==> src/rtl/vga_word_sequencer.sv <==
// vga_word_sequencer: buffers a word of character-ROM addresses and feeds them
// one at a time to the per-character VGA drawing stage. Each character gets an
// address/origin pair plus a single plot pulse. The sequencer then waits on the
// drawing stage's ready level and advances x, wrapping to a new text line when
// the next character would cross the right screen edge.
// Optional build macro: SPACE_SKIP_EN. When it is defined, space characters
// (8'h20) are not plotted, but x still advances past them.
`timescale 1ns/1ps
module vga_word_sequencer #(
    parameter int MAX_CHARS = 16,
    parameter int CHAR_W    = 6,
    parameter int LINE_H    = 8,
    parameter int X_MAX     = 320
) (
    input  logic                         clk,
    input  logic                         resetn,
    input  logic                         char_wr,
    input  logic [7:0]                   char_data,
    input  logic                         buf_clear,
    input  logic                         start,
    input  logic [8:0]                   x_origin,
    input  logic [8:0]                   y_origin,
    input  logic                         ready_to_start_character,
    output logic [7:0]                   address,
    output logic [8:0]                   x_input,
    output logic [8:0]                   y_input,
    output logic                         enable_character_plot,
    output logic                         busy,
    output logic                         done,
    output logic [$clog2(MAX_CHARS):0]   char_count,
    output logic                         overflow
);

    localparam int IW = $clog2(MAX_CHARS);
    localparam int CW = IW + 1;

`ifdef SPACE_SKIP_EN
    localparam bit SKIP_EN = 1'b1;
`else
    localparam bit SKIP_EN = 1'b0;
`endif

    typedef enum logic [2:0] {
        S_IDLE      = 3'd0,
        S_LOAD      = 3'd1,
        S_ISSUE     = 3'd2,
        S_WAIT_ACK  = 3'd3,
        S_WAIT_DONE = 3'd4,
        S_NEXT      = 3'd5,
        S_FINISH    = 3'd6
    } state_t;

    // True when a character is buffered but must not be sent to the drawing stage
    function automatic logic is_skipped(input logic [7:0] c);
        return SKIP_EN && (c == 8'h20);
    endfunction

    state_t          r_state;
    logic [7:0]      r_buf [MAX_CHARS];
    logic [CW-1:0]   r_count;
    logic            r_overflow;
    logic [CW-1:0]   r_idx;
    logic [1:0]      r_ack_cnt;
    logic [8:0]      r_x_org;
    logic [8:0]      r_y_org;
    logic [8:0]      r_x_cur;
    logic [8:0]      r_y_cur;
    logic [7:0]      r_address;
    logic [8:0]      r_x_input;
    logic [8:0]      r_y_input;
    logic            r_enable;
    logic            r_busy;
    logic            r_done;

    logic            w_idle;
    logic [CW-1:0]   w_idx_inc;
    logic            w_last;
    logic [9:0]      w_x_step;
    logic [9:0]      w_x_far;
    logic            w_wrap;
    logic [8:0]      w_x_adv;
    logic [8:0]      w_y_adv;
    logic [7:0]      w_first_char;
    logic [7:0]      w_next_char;

    assign w_idle       = (r_state == S_IDLE);
    assign w_idx_inc    = r_idx + CW'(1);
    assign w_last       = (w_idx_inc == r_count);
    // x arithmetic is done 10 bits wide so the edge test cannot alias past 511
    assign w_x_step     = {1'b0, r_x_cur} + 10'(CHAR_W);
    assign w_x_far      = w_x_step + 10'(CHAR_W);
    assign w_wrap       = (w_x_far > 10'(X_MAX));
    assign w_x_adv      = w_wrap ? r_x_org : w_x_step[8:0];
    assign w_y_adv      = w_wrap ? (r_y_cur + 9'(LINE_H)) : r_y_cur;
    assign w_first_char = r_buf[0];
    assign w_next_char  = r_buf[w_idx_inc[IW-1:0]];

    // Word buffer: appends and clears are only honoured while the sequencer is idle
    always_ff @(posedge clk or negedge resetn) begin
        if (!resetn) begin
            r_count    <= '0;
            r_overflow <= 1'b0;
            for (int i = 0; i < MAX_CHARS; i++) begin
                r_buf[i] <= 8'h00;
            end
        end else if (w_idle) begin
            if (buf_clear) begin
                r_count    <= '0;
                r_overflow <= 1'b0;
            end else if (char_wr) begin
                if (r_count == CW'(MAX_CHARS)) begin
                    r_overflow <= 1'b1;
                end else begin
                    r_buf[r_count[IW-1:0]] <= char_data;
                    r_count                <= r_count + CW'(1);
                end
            end
        end
    end

    // Sequencer FSM: walks the buffer and registers every output toward the drawing stage
    always_ff @(posedge clk or negedge resetn) begin
        if (!resetn) begin
            r_state   <= S_IDLE;
            r_idx     <= '0;
            r_ack_cnt <= 2'd0;
            r_x_org   <= 9'd0;
            r_y_org   <= 9'd0;
            r_x_cur   <= 9'd0;
            r_y_cur   <= 9'd0;
            r_address <= 8'h00;
            r_x_input <= 9'd0;
            r_y_input <= 9'd0;
            r_enable  <= 1'b0;
            r_busy    <= 1'b0;
            r_done    <= 1'b0;
        end else begin
            r_enable <= 1'b0;
            r_done   <= 1'b0;
            case (r_state)
                S_IDLE: begin
                    r_busy <= 1'b0;
                    if (start) begin
                        r_x_org <= x_origin;
                        r_y_org <= y_origin;
                        r_busy  <= 1'b1;
                        r_state <= S_LOAD;
                    end
                end
                S_LOAD: begin
                    r_x_cur <= r_x_org;
                    r_y_cur <= r_y_org;
                    r_idx   <= '0;
                    if (r_count == '0) begin
                        r_done  <= 1'b1;
                        r_state <= S_FINISH;
                    end else if (is_skipped(w_first_char)) begin
                        r_state <= S_NEXT;
                    end else begin
                        r_address <= w_first_char;
                        r_x_input <= r_x_org;
                        r_y_input <= r_y_org;
                        r_enable  <= 1'b1;
                        r_state   <= S_ISSUE;
                    end
                end
                S_ISSUE: begin
                    r_ack_cnt <= 2'd0;
                    r_state   <= S_WAIT_ACK;
                end
                S_WAIT_ACK: begin
                    // A stage that never drops ready is treated as having accepted after 4 cycles
                    if (!ready_to_start_character || (r_ack_cnt == 2'd3)) begin
                        r_state <= S_WAIT_DONE;
                    end else begin
                        r_ack_cnt <= r_ack_cnt + 2'd1;
                    end
                end
                S_WAIT_DONE: begin
                    if (ready_to_start_character) begin
                        r_state <= S_NEXT;
                    end
                end
                S_NEXT: begin
                    r_idx <= w_idx_inc;
                    if (w_last) begin
                        r_done  <= 1'b1;
                        r_state <= S_FINISH;
                    end else begin
                        r_x_cur <= w_x_adv;
                        r_y_cur <= w_y_adv;
                        if (is_skipped(w_next_char)) begin
                            r_state <= S_NEXT;
                        end else begin
                            r_address <= w_next_char;
                            r_x_input <= w_x_adv;
                            r_y_input <= w_y_adv;
                            r_enable  <= 1'b1;
                            r_state   <= S_ISSUE;
                        end
                    end
                end
                S_FINISH: begin
                    r_busy  <= 1'b0;
                    r_state <= S_IDLE;
                end
                default: begin
                    r_busy  <= 1'b0;
                    r_state <= S_IDLE;
                end
            endcase
        end
    end

    assign address               = r_address;
    assign x_input               = r_x_input;
    assign y_input               = r_y_input;
    assign enable_character_plot = r_enable;
    assign busy                  = r_busy;
    assign done                  = r_done;
    assign char_count            = r_count;
    assign overflow              = r_overflow;

endmodule

==> config.mk <==
export PLATFORM = sky130hd
export DESIGN_NAME = vga_word_sequencer
export DESIGN_NICKNAME = d
export VERILOG_FILES = /design/src/rtl/vga_word_sequencer.sv
export SDC_FILE = /design/constraint.sdc
export NUM_CORES = 1
export LEC_CHECK = 0
export ABC_AREA = 1
export BUFFER_PORTS_ARGS = -buffer_cell sky130_fd_sc_hd__buf_2
export CORE_MARGIN = 2
export CORE_UTILIZATION = 61
export CTS_CLUSTER_DIAMETER = 150
export DETAILED_ROUTE_END_ITERATION = 6
export PLACE_DENSITY = 0.81
export SKIP_CTS_REPAIR_TIMING = 1
export SLEW_MARGIN = 40
export SYNTH_ARGS = -nofsm -noshare
export SYNTH_HDL_FRONTEND = slang
export SYNTH_SLANG_ARGS = --single-unit
==> constraint.sdc <==
create_clock -name clk -period 3 [get_ports clk]
set_input_delay 0.3 -clock clk [delete_from_list [all_inputs] [get_ports clk]]
set_output_delay 0.3 -clock clk [all_outputs]
set_load 0.05 [all_outputs]
== Yosys cells after proc, flatten, opt, wreduce, memory -nomap -nowiden ==
Index checks and enable logic that the tools add are counted.

* Register bits after elaboration: 209
* Input bits: 32
* Word-level logic and storage cells: 120

* $add $sub $neg: 6
* $lt $le $gt $ge: 4
* Eq/ne operators: 15
* Mux-type cells: 42
* Bitwise operators: 4
* Reductions and logical operators: 18

{| class="wikitable"
|+ Operators by type and width
! operator !! number
|-
| 128-bit bitwise mux || 1
|-
| 9-bit case mux with 2 select lines || 4
|-
| 9-bit two-way mux || 6
|-
| 8-bit two-way mux || 5
|-
| 8-bit binary-select mux with 4-bit select || 1
|-
| 8-bit demux with 4-bit select || 1
|-
| 3-bit case mux with 6 select lines || 1
|-
| 8-bit case mux with 2 select lines || 1
|-
| 3-bit two-way mux || 5
|-
| 5-bit two-way mux || 3
|-
| 2-bit != test (second input constant) || 7
|-
| 3-bit AND reduction || 4
|-
| 10-bit by 3-bit adder with 10-bit output (second input constant) || 1
|-
| 5-bit by 1-bit adder with 5-bit output (second input constant) || 2
|-
| 9-bit by 3-bit adder with 10-bit output (second input constant) || 1
|-
| 5-bit greater-or-equal comparator (second input constant) || 2
|-
| 10-bit by 9-bit > comparator with 1-bit output (second input constant) || 1
|-
| 4-bit inverter with 5-bit output || 2
|-
| 5-bit case mux with 2 select lines || 1
|-
| 9-bit by 4-bit adder with 9-bit output (second input constant) || 1
|-
| 1-bit two-way mux || 8
|-
| 2-bit nonzero test || 4
|-
| 3-bit by 2-bit equality test with 1-bit output (second input constant) || 2
|-
| 3-bit equality test (second input constant) || 2
|-
| other kinds (18) || 23
|}

== Longest topological paths before layout ==
* Depth in word-level cells: 7
* Depth in mapped cells: 20
* Depth with buffers taken out: 20

== Worst setup path before layout ==
Ideal clock, no wire load.

* Kind: reg2reg
* From: register r_count[0] (netlist: char_count[0])
* To: register r_buf[108] in the netlist's numbering
* Arrival time: 2.128 ns
* Data required time: 2.867 ns
* Setup slack: 0.739 ns
* Cell stages (with the launch flop): 12
* Path buffers: 1
* Period minus slack after synthesis: 2.261 ns
* Cell sequence: dfrtp_1 -> inv_1 -> ha_1 -> inv_1 -> nor3_1 -> nand2_1 -> nand4_1 -> nor2_1 -> nand2_1 -> clkbuf_1 -> nand2_1 -> o21ai_0

* Word-level cells in the longest chain between the ends: 6
* Elaborated cells on any way between the ends: 10
* Those cells by class: order compare: 2; eq/ne: 1; mux: 3; bitwise: 2; reduce/logical: 2

{| class="wikitable"
|+ Ends and longest elaborated chain
! element !! line !! RTL
|-
| from (decl) || 60 || <nowiki>logic [CW-1:0] r_count;</nowiki>
|-
| from (signal assigned) || 115 || <nowiki>r_count <= r_count + CW'(1);</nowiki>
|-
| 4-bit inverter with 5-bit output (implied by the code) || 114 || <nowiki>r_buf[r_count[IW-1:0]] <= char_data;</nowiki>
|-
| 5-bit greater-or-equal comparator (implied by the code) / 5-bit by 1-bit < comparator with 1-bit output (equally long branches) || 114 ||
|-
| 1-bit logical AND (implied by the code) || 114 ||
|-
| 8-bit two-way mux (implied by the code) || 114 ||
|-
| 8-bit demux with 4-bit select || 114 ||
|-
| 128-bit bitwise mux || 114 ||
|-
| to (signal, indexed assignment) || 114 ||
|-
| to (decl) || 59 || <nowiki>logic [7:0] r_buf [MAX_CHARS];</nowiki>
|}

Several ways; a longest one is shown, not always the timed one.
A chain may end at the register's enable or synchronous reset.

== Worst setup path after layout ==
* From: register r_count[0] (netlist: char_count[0])
* To: register r_buf[50] in the netlist's numbering

Same word-level chain as after synthesis.

==> key figures <==
Die
  – Initial core utilization: 0.621
  – Die H: 131 um
  – Horiz. Die Dim: ~130 um
  – Core area: 0.0158 sq mm
  – Die area: between 0.015 and 0.02 sq mm
  – Row Count: 46
  – I/O pin cnt: between 60 and 70

Worst hold path
  – Worst Hold Path Cells: 2
  – Hold Crit Class: input port to register
  – Hold endpoint: r_y_org[4]$_DFFE_PN0P_
  – Hold path startpoint: y_origin[4]

Setup path
  – Worst r2r dst: r_buf[50]$_DFFE_PN0P_
  – Crit path capture type: register
  – R2r startpoint: char_count[0]$_DFFE_PN0P_
  – Critical Path Max Stage Delay: 540 ps
  – R2r setup slk: between 300 and 400 ps
  – Crit-path max FO: 16
  – Crit-path cells: inv_1 > ha_1 > inv_1 > nor3_1 > nand2_1 > nand4_1 > nor2_1 > nand2_1 > o21ai_0
  – Buf+Inv Stages, Crit Path: 2
  – Worst reg-to-reg path cell count: 9
  – CP startpoint kind: register
  – Crit path DAT: 3060 ps
  – Crit-path slowest cell: nor2_1
  – WP data required: between 3000 and 4000 ps
  – CP top delay family: simple AND/OR/NAND/NOR gates
  – Setup CP Type: register to register

Yosys
  – Ys Warns: 0
  – EDFF count, synth: 0
  – Top cells by area, synth: dfrtp_1 53%, nand2_1 12%, o21ai_0 8.9%
  – Leading area contributor after synthesis: dfrtp_1
  – Most frequent cell after synthesis: nand2_1
  – #FFs+latches synth: roughly 210
  – Share of the synthesized area in the top cell type: 0.532
  – Syn nets: around 1200
  – Mean post-synth cell area: between 8 and 9 sq um
  – Netlist cell types: 39
  – Ys async rst share: 1.00
  – Sequential fraction of the synthesis area: 0.532
  – Gate count after technology mapping: ~1200
  – Main synth FF type: dfrtp_1
  – Synth Cell Area: 0.00982 sq mm
  – Most frequent cells after synthesis: 316 x nand2_1, 209 x dfrtp_1, 175 x o21ai_0, 89 x nor2_1, 75 x nand3_1

Timing
  – Post-layout min period: 2640 ps
  – Slew at the pin with the worst max-slew slack: between 600 and 700 ps
  – Period utilization: 0.881
  – RSZ-0062 raised after global routing: false
  – Final number of max-transition violations: 0
  – Final Setup Violations: 0
  – Final setup margin: ~360 ps
  – Worst hold slack: roughly 34 ps
  – Clk_skew: 20.7 ps
  – Slew HR: 0.541
  – Final Hold Vio Count: 0
  – Setup TNS Final: 0 ps
  – F_max: roughly 380 MHz

Power
  – Part of the power in registers: 0.349
  – Clk pwr share: 0.251
  – Comb pwr share: 0.400
  – Tot Pwr: 12.2 mW
  – Worst VDD drop: 0.566 mV
  – Internal power: between 7 and 8 mW
  – Pwr per Cell Area: around 1100 mW/mm^2
  – Leak: between 5 and 6 nW
  – Switch Pwr: 5.12 mW
  – Switch share: 0.420

Detailed routing
  – Pre-Repair DR Iteration Count: 5
  – Total Wirelength: 24200 um
  – Met1 WL: between 10000 and 15000 um
  – Vias/cell: 5.77
  – Routed wl met2: around 11000 um
  – Routed vias: around 8300
  – Max layer used: met4
  – Initial DRC count: between 800 and 900
  – Met3 routed WL: roughly 1600 um
  – Post-route antenna net violation count: 0
  – DRC: 0
  – Routed len/inst: 16.8 um

Global route
  – Vias in the first global route: 7992
  – First-pass GRT wire length: between 30000 and 40000 um
  – Initial antenna violation count: 0
  – Gr ovfl total: 0
  – Pin count of the biggest net entering global routing: between 80 and 90
  – GRT Util Overall: 0.294

Layout
  – Layout Cells excl Fill: ~1400
  – Fin nets: roughly 1200
  – Register Area: ~0.0052 sq mm
  – Multi-input gate area: between 0.004 and 0.005 sq mm
  – Layout area overhead: 13.8%
  – Share of cells above drive strength 1: 0.119
  – Fill cell count: between 1000 and 1500
  – Diode count: 0

Place
  – Dpl ws: approximately 460 ps
  – DP HPWL: 15700 um
  – Placed Instances: about 1400
  – GP Congestion: 0.899
  – Input/output buffers: 66

Clock tree
  – CTS sink cnt: approximately 210
  – Root Buffer: clkbuf_16
  – Cts bufs inserted: 23
  – Clock buffer depth: 3
  – CTS tree: done
  – CTS clk-pin slew, worst paths: ~60 ps
  – Clk_lat worst skew: approximately 520 ps
  – Depth of the CTS H-tree: 1

Run
  – Max-capacitance violation count: 0

Outcome
  – Outcome: finished, final reports clean
-- power groups by stage --
stage | Combinational (mW) | Clock (mW) | Sequential, mW
after CTS | 4.85 | 3.08 | 4.23
after global placement | 4.67 | 0 | 4.24
after floorplan | 2.99 | 0 | 4.84
after global routing | 5.42 | 3.20 | 4.34
final | 4.87 | 3.05 | 4.25
after detailed placement | 4.80 | 0 | 4.26
-- how the worst max path moves through the flow --
stage | start | end | slack, ps | cells past startpoint
after detailed placement | char_count[0]$_DFFE_PN0P_ | r_buf[50]$_DFFE_PN0P_ | 460 | 10
after global routing | r_state[1]$_DFFE_PN0P_ | r_buf[22]$_DFFE_PN0P_ | 160 | 8
after global placement | r_x_cur[1]$_DFFE_PN0P_ | r_x_cur[7]$_DFFE_PN0P_ | 640 | 17
after floorplan | char_count[0]$_DFFE_PN0P_ | r_buf[108]$_DFFE_PN0P_ | 740 | 11
after CTS | char_count[0]$_DFFE_PN0P_ | r_buf[50]$_DFFE_PN0P_ | 470 | 9
final | char_count[0]$_DFFE_PN0P_ | r_buf[50]$_DFFE_PN0P_ | 360 | 9
-- cell usage in the layout (no fill, tap or decap), types with 2 or more instances in the layout --
master / instances
inv_1: 66
ha_1: 10
xor2_1: 7
a31oi_1: 10
buf_4: 14
inv_4: 2
clkbuf_8: 8
clkinv_1: 3
xnor2_1: 2
clkinv_2: 5
o21ai_1: 9
o21ai_0: 175
nand2_2: 4
o221ai_1: 32
buf_2: 65
nand4_1: 7
nor2_1: 89
nor3_1: 9
nor2_2: 2
a22o_1: 2
nand3_1: 75
buf_12: 2
bufinv_16: 4
nor4_1: 2
nand2_1: 315
mux2i_1: 32
a21oi_1: 19
clkbuf_16: 23
dfrtp_1: 208
inv_2: 5
-- cells by family (layout without fill, tap and decap cells) --
kind of cell               Yosys count  count (layout)  share of synthesized area
muxes                               33              33                     0.0337
buffers and inverters              133             201                     0.0545
adders and majority gates           10              10                     0.0127
xor gates and xnor gates            11              11                     0.0113
AOI/OAI and AO/OA                  250             250                      0.142
and+or+nand+nor                    509             509                      0.213
DFF                                209             209                      0.532
-- per-stage QoR --
stage	utilization	cell area, sq um
global route	0.707	11200
floorplan	-	9820
CTS	0.706	11200
global placement	0.653	10300
detailed placement	0.653	10300
finish	0.707	11200
-- flip-flops by register name, summed over array words and instances (netlist names), 5 cells and up --
| register | count |
|---|---|
| r_y_cur | 9 |
| r_idx | 5 |
| address | 8 |
| r_buf | 120 |
| char_count | 5 |
| w_first_char | 8 |
| y_input | 9 |
| x_input | 9 |
| r_x_org | 9 |
| r_y_org | 9 |
| r_x_cur | 9 |
-- cell type report --
type                    instances  area share
inverters                      76      0.0260
clock buffers                  31      0.0604
repair buffers                 83      0.0442
flip-flops and latches        209       0.468
clock inverters                11      0.0144
multi-input cells             813       0.363
well taps                     216      0.0242
-- worst register-to-register path: stages (launching register included) --
cell     delay (ps)
dfrtp_1         440
inv_1           120
ha_1            210
inv_1            60
nor3_1           60
nand2_1         100
nand4_1         210
nor2_1          540
nand2_1         460
o21ai_0         330
-- layer usage --
layer,track usage,vias up
met2,0.480,322
met4,0.120,0
met3,0.0550,77
met1,0.391,3935
met5,0,-
li1,-,3965
Note: power is estimated with default switching activity, not from simulation.
